**config.mk**
```make
export PLATFORM = sky130hd
export DESIGN_NAME = systolic_feeder
export DESIGN_NICKNAME = d
export VERILOG_FILES = /design/src/rtl/sa_feeder_pkg.sv /design/src/rtl/sa_operand_buf.sv /design/src/rtl/systolic_feeder.sv
export SDC_FILE = /design/constraint.sdc
export NUM_CORES = 1
export LEC_CHECK = 0
export BUFFER_PORTS_ARGS = -buffer_cell sky130_fd_sc_hd__buf_2
export CAP_MARGIN = 30
export CELL_PAD_IN_SITES_DETAIL_PLACEMENT = 1
export CELL_PAD_IN_SITES_GLOBAL_PLACEMENT = 1
export CORE_ASPECT_RATIO = 1.5
export CORE_MARGIN = 3
export CORE_UTILIZATION = 40
export DETAILED_ROUTE_END_ITERATION = 10
export PLACE_DENSITY_LB_ADDON = 0.1
export SYNTH_ARGS = -nofsm -noshare
export SYNTH_HDL_FRONTEND = slang
export SYNTH_SLANG_ARGS = --single-unit
```
**constraint.sdc**
```tcl
create_clock -name clk_i -period 3.5 [get_ports clk_i]
set_clock_uncertainty 0.05 [all_clocks]
set_input_delay 0.7 -clock clk_i [delete_from_list [all_inputs] [get_ports clk_i]]
set_output_delay 0.7 -clock clk_i [all_outputs]
set_load 0.01 [all_outputs]
```
**src/rtl/sa_feeder_pkg.sv**
```systemverilog
// Shared types and sizing helpers for the systolic array feeder.
// Imported by the feeder top and its operand buffer.
package sa_feeder_pkg;

    typedef enum logic [2:0] {
        IDLE,
        CLEAR,
        LOAD,
        FEED,
        DRAIN,
        STREAM
    } state_e;

    function automatic int feed_cyc(
        input int m,
        input int n,
        input int k
    );
        return k + ((m > n) ? m : n) - 1;
    endfunction

    function automatic int drain_cyc(
        input int m,
        input int n
    );
        return m + n;
    endfunction

    // Counter width able to hold 0..n-1, never narrower than one bit.
    function automatic int cnt_w(input int n);
        return (n < 2) ? 1 : $clog2(n);
    endfunction

endpackage

```
**src/rtl/sa_operand_buf.sv**
```systemverilog
// Flat operand register buffer with indexed write and full read.
// Holds one operand tile; contents are rewritten every job.
module sa_operand_buf
    import sa_feeder_pkg::*;
#(
    parameter int DW    = 16,
    parameter int DEPTH = 16,
    localparam int IW   = cnt_w(DEPTH)
) (
    input  logic                      clk_i,
    input  logic                      we_i,
    input  logic [IW-1:0]             widx_i,
    input  logic [DW-1:0]             wdata_i,
    output logic [DEPTH-1:0][DW-1:0]  rdata_o
);

    // Write the addressed word; out-of-range indices are dropped.
    always_ff @(posedge clk_i) begin
        if (we_i && (int'(widx_i) < DEPTH)) begin
            rdata_o[widx_i] <= wdata_i;
        end
    end

endmodule

```
**src/rtl/systolic_feeder.sv**
```systemverilog
// Loads A/B tiles, replays them skewed into the MAC array,
// then triggers stream-out and counts result words.
module systolic_feeder
    import sa_feeder_pkg::*;
#(
    parameter int DATA_WIDTH = 16,
    parameter int M_ROWS     = 4,
    parameter int N_COLS     = 4,
    parameter int K_DEPTH    = 4,
    localparam int TOTAL_ELEM = M_ROWS * N_COLS
) (
    input  logic                                clk_i,
    input  logic                                rst_ni,
    input  logic                                start_i,
    input  logic                                ld_valid_i,
    output logic                                ld_ready_o,
    input  logic [DATA_WIDTH-1:0]               ld_data_i,
    output logic [M_ROWS-1:0][DATA_WIDTH-1:0]   array_a_o,
    output logic [N_COLS-1:0][DATA_WIDTH-1:0]   array_b_o,
    output logic                                feed_a_valid_o,
    output logic                                feed_b_valid_o,
    output logic                                a_clr_o,
    output logic                                b_clr_o,
    output logic                                acc_clr_o,
    output logic                                stream_clr_o,
    output logic                                start_stream_o,
    input  logic                                stream_valid_i,
    output logic                                busy_o,
    output logic                                done_o
);

    localparam int A_WORDS = M_ROWS * K_DEPTH;
    localparam int B_WORDS = K_DEPTH * N_COLS;
    localparam int LD_TOT  = A_WORDS + B_WORDS;
    localparam int FEED_C  = feed_cyc(M_ROWS, N_COLS, K_DEPTH);
    localparam int DRAIN_C = drain_cyc(M_ROWS, N_COLS);
    localparam int LD_W    = cnt_w(LD_TOT);
    localparam int FD_W    = cnt_w(FEED_C);
    localparam int DR_W    = cnt_w(DRAIN_C);
    localparam int ST_W    = cnt_w(TOTAL_ELEM + 1);
    localparam int AI_W    = cnt_w(A_WORDS);
    localparam int BI_W    = cnt_w(B_WORDS);

    state_e                  state;
    logic [LD_W-1:0]         ld_cnt;
    logic [FD_W-1:0]         fd_cnt;
    logic [DR_W-1:0]         dr_cnt;
    logic [ST_W-1:0]         st_cnt;
    logic                    clr_q;
    logic                    feed_q;

    logic                    ld_fire;
    logic                    in_a;
    logic                    a_we;
    logic                    b_we;
    logic [AI_W-1:0]         a_idx;
    logic [BI_W-1:0]         b_idx;

    logic [A_WORDS-1:0][DATA_WIDTH-1:0] a_mem;
    logic [B_WORDS-1:0][DATA_WIDTH-1:0] b_mem;

    assign ld_fire = ld_valid_i && ld_ready_o;
    assign in_a    = ld_cnt < LD_W'(A_WORDS);
    assign a_we    = ld_fire && in_a;
    assign b_we    = ld_fire && !in_a;
    assign a_idx   = AI_W'(ld_cnt);
    assign b_idx   = BI_W'(ld_cnt - LD_W'(A_WORDS));

    sa_operand_buf #(
        .DW    (DATA_WIDTH),
        .DEPTH (A_WORDS)
    ) u_a_buf (
        .clk_i   (clk_i),
        .we_i    (a_we),
        .widx_i  (a_idx),
        .wdata_i (ld_data_i),
        .rdata_o (a_mem)
    );

    sa_operand_buf #(
        .DW    (DATA_WIDTH),
        .DEPTH (B_WORDS)
    ) u_b_buf (
        .clk_i   (clk_i),
        .we_i    (b_we),
        .widx_i  (b_idx),
        .wdata_i (ld_data_i),
        .rdata_o (b_mem)
    );

    assign a_clr_o        = clr_q;
    assign b_clr_o        = clr_q;
    assign acc_clr_o      = clr_q;
    assign stream_clr_o   = clr_q;
    assign feed_a_valid_o = feed_q;
    assign feed_b_valid_o = feed_q;
    assign busy_o         = (state != IDLE);

    // Job sequencer: phase counters and registered control pulses.
    always_ff @(posedge clk_i) begin
        if (!rst_ni) begin
            state          <= IDLE;
            ld_cnt         <= '0;
            fd_cnt         <= '0;
            dr_cnt         <= '0;
            st_cnt         <= '0;
            clr_q          <= 1'b0;
            feed_q         <= 1'b0;
            ld_ready_o     <= 1'b0;
            start_stream_o <= 1'b0;
            done_o         <= 1'b0;
        end else begin
            clr_q          <= 1'b0;
            start_stream_o <= 1'b0;
            unique case (state)
                IDLE: begin
                    if (start_i) begin
                        state <= CLEAR;
                        clr_q <= 1'b1;
                    end
                end
                CLEAR: begin
                    ld_cnt     <= '0;
                    ld_ready_o <= 1'b1;
                    state      <= LOAD;
                end
                LOAD: begin
                    if (ld_fire) begin
                        if (ld_cnt == LD_W'(LD_TOT - 1)) begin
                            ld_ready_o <= 1'b0;
                            feed_q     <= 1'b1;
                            fd_cnt     <= '0;
                            state      <= FEED;
                        end else begin
                            ld_cnt <= ld_cnt + 1'b1;
                        end
                    end
                end
                FEED: begin
                    if (fd_cnt == FD_W'(FEED_C - 1)) begin
                        feed_q <= 1'b0;
                        dr_cnt <= '0;
                        state  <= DRAIN;
                    end else begin
                        fd_cnt <= fd_cnt + 1'b1;
                    end
                end
                DRAIN: begin
                    if (dr_cnt == DR_W'(DRAIN_C - 1)) begin
                        start_stream_o <= 1'b1;
                        st_cnt         <= '0;
                        state          <= STREAM;
                    end else begin
                        dr_cnt <= dr_cnt + 1'b1;
                    end
                end
                STREAM: begin
                    // done_o is held for one STREAM cycle, then IDLE.
                    if (done_o) begin
                        done_o <= 1'b0;
                        state  <= IDLE;
                    end else if (stream_valid_i) begin
                        st_cnt <= st_cnt + 1'b1;
                        if (st_cnt == ST_W'(TOTAL_ELEM - 1)) begin
                            done_o <= 1'b1;
                        end
                    end
                end
                default: begin
                    state <= IDLE;
                end
            endcase
        end
    end

    // Diagonal skew: row m sees A[m][t-m], column n sees B[t-n][n].
    always_comb begin
        array_a_o = '0;
        array_b_o = '0;
        if (state == FEED) begin
            for (int m = 0; m < M_ROWS; m++) begin
                for (int k = 0; k < K_DEPTH; k++) begin
                    if (int'(fd_cnt) == m + k) begin
                        array_a_o[m] = a_mem[m*K_DEPTH + k];
                    end
                end
            end
            for (int n = 0; n < N_COLS; n++) begin
                for (int k = 0; k < K_DEPTH; k++) begin
                    if (int'(fd_cnt) == n + k) begin
                        array_b_o[n] = b_mem[k*N_COLS + n];
                    end
                end
            end
        end
    end

endmodule

```
Word-level counts from Yosys, hierarchy flattened
Index checks and enable logic that the tools add are counted.

cells by class
  add/sub/neg operators = 5
  magnitude comparators = 5
  eq/ne operators = 26
  muxes and demuxes = 73
  reductions and logical operators = 22

operators by type and width
  operator                                                               count
  16-bit 2-to-1 mux                                                      34
  256-bit bitwise mux                                                    2
  16-bit demux with 4-bit select                                         2
  64-bit 2-to-1 mux                                                      2
  3-bit 2-to-1 mux                                                       11
  5-bit 2-to-1 mux                                                       5
  3-bit equality test, second input constant                             8
  2-bit inequality test, second input constant                           11
  5-bit one-hot mux with 2 select lines                                  2
  3-bit one-hot mux with 6 select lines                                  1
  3-bit by 2-bit equality test with 1-bit output, second input constant  4
  3-bit one-hot mux with 2 select lines                                  2
  4-bit AND reduction                                                    3
  5-bit by 1-bit adder with 5-bit output, second input constant          2
  4-bit by 5-bit < comparator with 1-bit output, second input constant   2
  1-bit 2-to-1 mux                                                       10
  3-bit AND reduction                                                    3
  4-bit by 1-bit >= comparator with 1-bit output, second input constant  2
  2-bit nonzero test                                                     4
  3-bit by 1-bit adder with 3-bit output, second input constant          2
  3-bit zero test                                                        2
  6-bit AND reduction                                                    1
  5-bit by 4-bit equality test with 1-bit output, second input constant  1
  5-bit equality test, second input constant                             1
  other kinds (8)                                                        14

word-level totals
  register bits after elaboration = 536
  output and inout bits = 138
  word-level logic and storage cells = 173

Longest topological paths before layout
  word-level depth = 6
  depth in mapped cells = 11

Hierarchy
Synthesis repeated with hierarchy kept, for this count alone.

unflattened totals
  cells, all modules = 1506
  area, all modules = 21378.0 um^2

by module, submodules not included
  module                    instances  cells an instance  area an instance (um^2)  sequential area each (um^2)
  sa_operand_buf (u_b_buf)  1          283                7860.0                   7687.4
  sa_operand_buf (u_a_buf)  1          283                7853.8                   7687.4
  systolic_feeder           1          940                5664.2                   480.5

Least setup slack after synthesis
OpenSTA, ideal clock, no wires.

  kind = register to output
  start = reg fd_cnt[2]
  end = out array_b_o[18] (netlist bit)
  arrival time = 2.013 ns
  data required time = 2.750 ns
  path slack = 0.737 ns
  stages on the path, launching flop included = 12
  path buffers = 5
  cells stage by stage = dfxtp_1 -> buf_2 -> inv_1 -> clkbuf_1 -> ha_1 -> buf_2 -> or2_1 -> clkbuf_1 -> buf_2 -> a21oi_1 -> a21oi_1 -> a21oi_1

RTL lines
  what                      line                    source
  start: declaration        systolic_feeder.sv:46   logic [FD_W-1:0] fd_cnt;
  start signal: assignment  systolic_feeder.sv:145  fd_cnt <= fd_cnt + 1'b1;
  end: declaration          systolic_feeder.sv:19   output logic [N_COLS-1:0][DATA_WIDTH-1:0] array_b_o,

==> flow_summary.yaml <==
status:
  status: "completed"
setup_path:
  crit_fanout: 21
  r2r_start: "ld_cnt[0]"
  r2r_slack_ns: 1.29
  path_cells: "inv_1 -> ha_4 -> buf_4 -> nor3b_1 -> o21ai_0 -> a32o_1 -> buf_2"
  worst-path-buf-inv: 3
  cp-end-kind: "output port"
  cp.depth: 7
  r2r.worst_path.cells: 6
  worst_ep_required_time_ns: 2.75
  critPathTopFamily: "buffers and inverters"
  worstSetupPathType: "flop to output port"
  arrival_ns: 2.63
  cp-start-kind: "flop"
  cp_slowest_cell: "dfxtp_1"
  regToRegEndpoint: "ld_cnt[0]"
  critical-path-max-stage-delay_ns: 0.35
floorplan:
  placeableCoreArea_mm2: 0.0537
  initial_utilization_pct: 40.5
  die_h_um: 292
  ioPinCount: 159
  die_x_um: 196
  dieArea_mm2: 0.0573
  rows: 104
synth:
  yosysTopAreaCellShare_pct: 70.6
  synth_ff_type: "edfxtp_1"
  synth_cells: 1611
  syn-mean-instance-area_um2: 13.5
  yosysSeqAreaShare_pct: 72.8
  async_flop_share_pct: 0
  synth_edf_count: 512
  synth_seq_cells: 536
  syn_area_mm2: 0.0218
  yosys.area.top_type: "edfxtp_1"
  netlist_top_cells_area: "edfxtp_1, a21oi_1, nand2_1"
  yosys.cell_types.count: 53
  syn_nets: 1646
  ys_warn_count: 0
sta:
  slew_violations: 0
  hold_violations: 0
  worst_slack_ns: 0.124
  setup_viol: 0
  fmax_mhz: 296
  min_period_ns: 3.38
  tightest_slew_ns: 1.01
  min_period_over_period_pct: 96.5
  hold_slack_ns: 0.315
  relSlewSlack_pct: 32.6
placement:
  portBuffers: 158
  gp_congestion: 0.729
  placed_cell_area_mm2: 0.0235
  place_ws_ns: 0.471
  dp_hpwl_mm: 35.8
  dp_cells: 2396
grt:
  antenna_found_initial: 1
  grt.overflow.total: 0
  grt_max_degree: 129
  grt_pass1_wl_mm: 93.8
  first_global_vias: 14400
  grt_usage_pct: 21.6
route:
  routed_wl_mm: 63.5
  drtAntennaViolNets: 0
  first_pass_iters: 5
  vias_per_cell: 5.63
  drt-initial-drc-count: 831
  drc: 0
  vias: 14000
  wl_per_cell_um: 25.5
final_layout:
  drive_gt1_share_pct: 17.9
  syn_to_final_growth_pct: 15.6
  final_common_cell: "edfxtp_1"
  final_area_mm2: 0.0252
  instances_no_fill: 2493
  final_nets: 1801
  utilization_pct: 46.8
  most-common-layout-cells: "edfxtp_1, nand2_1, a21oi_1"
min_path:
  hold_depth: 3
  min_from: "start_i"
  min_to: "a_clr_o"
  hp-class: "input pin to flop"
flow_run:
  drv_cap: 0
clocking:
  cts_root_buffer: "clkbuf_16"
  clock_path_buffers: 3
  hold_buffers: 0
  cts-buffers-inserted: 51
  clkTransAtPathRegs_ns: 0.06
  htreeDepth: 2
  cts_sinks: 536
  cts_tree: "built"
  clk_latency_ns: 0.58
pwr:
  p_leak_nw: 8.41
  worst_ir_drop_vdd_uv: 386
  power.density_mw_per_mm2: 546
worst min-delay path, cell delays in order:
cell and delay [ns]:
buf_2 0.12, nand2_1 0.05, nor2_1 0.03
registers in the layout (all words and copies together), names as in the netlist:
signal,cells
u_a_buf.rdata_o,256
u_b_buf.rdata_o,256
ld_cnt,5
st_cnt,5
dr_cnt,3
fd_cnt,3
state,3
a_clr_o,1
done_o,1
feed_a_valid_o,1
ld_ready_o,1
start_stream_o,1
layer usage:
layer	GRT usage [%]	part of all wire, %
met4	6.19	2.6
met2	38.2	51
met5	0	0.020
met3	2.54	3.9
met1	28.2	42
Yosys cell counts (2+ instances only):
cell      number
edfxtp_1     512
nand2_1      211
a21oi_1      172
o21ai_0      132
nor2_1        73
clkbuf_1      69
buf_2         37
a31oi_1       34
nand3b_1      34
o22ai_1       34
and2_1        33
a21o_1        32
a22o_1        32
a32o_1        32
nor3b_1       32
dfxtp_1       24
ha_1          14
nand3_1       13
buf_4         12
nand2b_1       7
inv_1          6
and3_1         5
buf_1          5
nor3_1         5
mux2i_1        4
nand4_1        4
nor2b_1        4
or3_1          4
buf_6          3
o21ai_1        3
a21oi_4        2
and2b_1        2
and3b_1        2
clkinv_1       2
nand4b_1       2
nor2_2         2
power by group:
part	total, W	leakage, nW	internal, W	switching, W
registers	0.00709	4.80	0.00706	0.0000259
clock network	0.00538	0.779	0.00304	0.00234
logic	0.00127	2.84	0.000404	0.000861
total	0.0137	8.41	0.0105	0.00323
worst max path at each step:
stage | from | slack (ns) | end
after floorplan | fd_cnt[2] | 0.74 | array_b_o[18]
after global placement | fd_cnt[0] | 0.50 | array_b_o[53]
after detailed placement | fd_cnt[0] | 0.47 | array_b_o[53]
after CTS | fd_cnt[0] | 0.01 | array_b_o[29]
after global routing | fd_cnt[1] | -0.0003 | array_a_o[55]
final | fd_cnt[1] | 0.12 | array_a_o[61]
metrics by stage:
| step | power [W] | TNS (ns) |
|---|---|---|
| after floorplan | 0.00796 | 0 |
| after global placement | 0.00844 | 0 |
| after detailed placement | 0.00848 | 0 |
| after CTS | 0.0139 | 0 |
| after global routing | 0.0142 | -0.000330 |
| final | 0.0137 | 0 |
layout make-up:
cell class,count,area [um^2]
Sequential cell,536,15900
Timing Repair Buffer,229,1460
Antenna cell,1,2.50
Tap cell,689,862
Clock inverter,19,160
Multi-Input combinational cell,940,5370
Fill cell,5505,28600
Clock buffer,71,1420
Inverter,8,32.5
cell families (layout without fill, tap and decap cells):
kind of cell	Yosys count	in the layout	synth area share (%)
mux	4	4	0.184
flops	536	536	72.8
simple gates	440	440	9.92
xor+xnor	1	1	0.0402
fa+ha+maj	14	14	0.805
compound gates	481	481	13.4
buf+inv	135	327	2.86
other cells	0	1	0
repair_timing:
| item | 4_1_cts | 5_1_grt |
|---|---|---|
| pin swaps | 0 | 1 |
| gates resized for setup | 7 | 9 |
| cloned | 0 | 1 |
| setup endpoints to repair | 52 | 73 |
| buffers inserted | 3 | 2 |
Power figures use the tool's default switching activity.
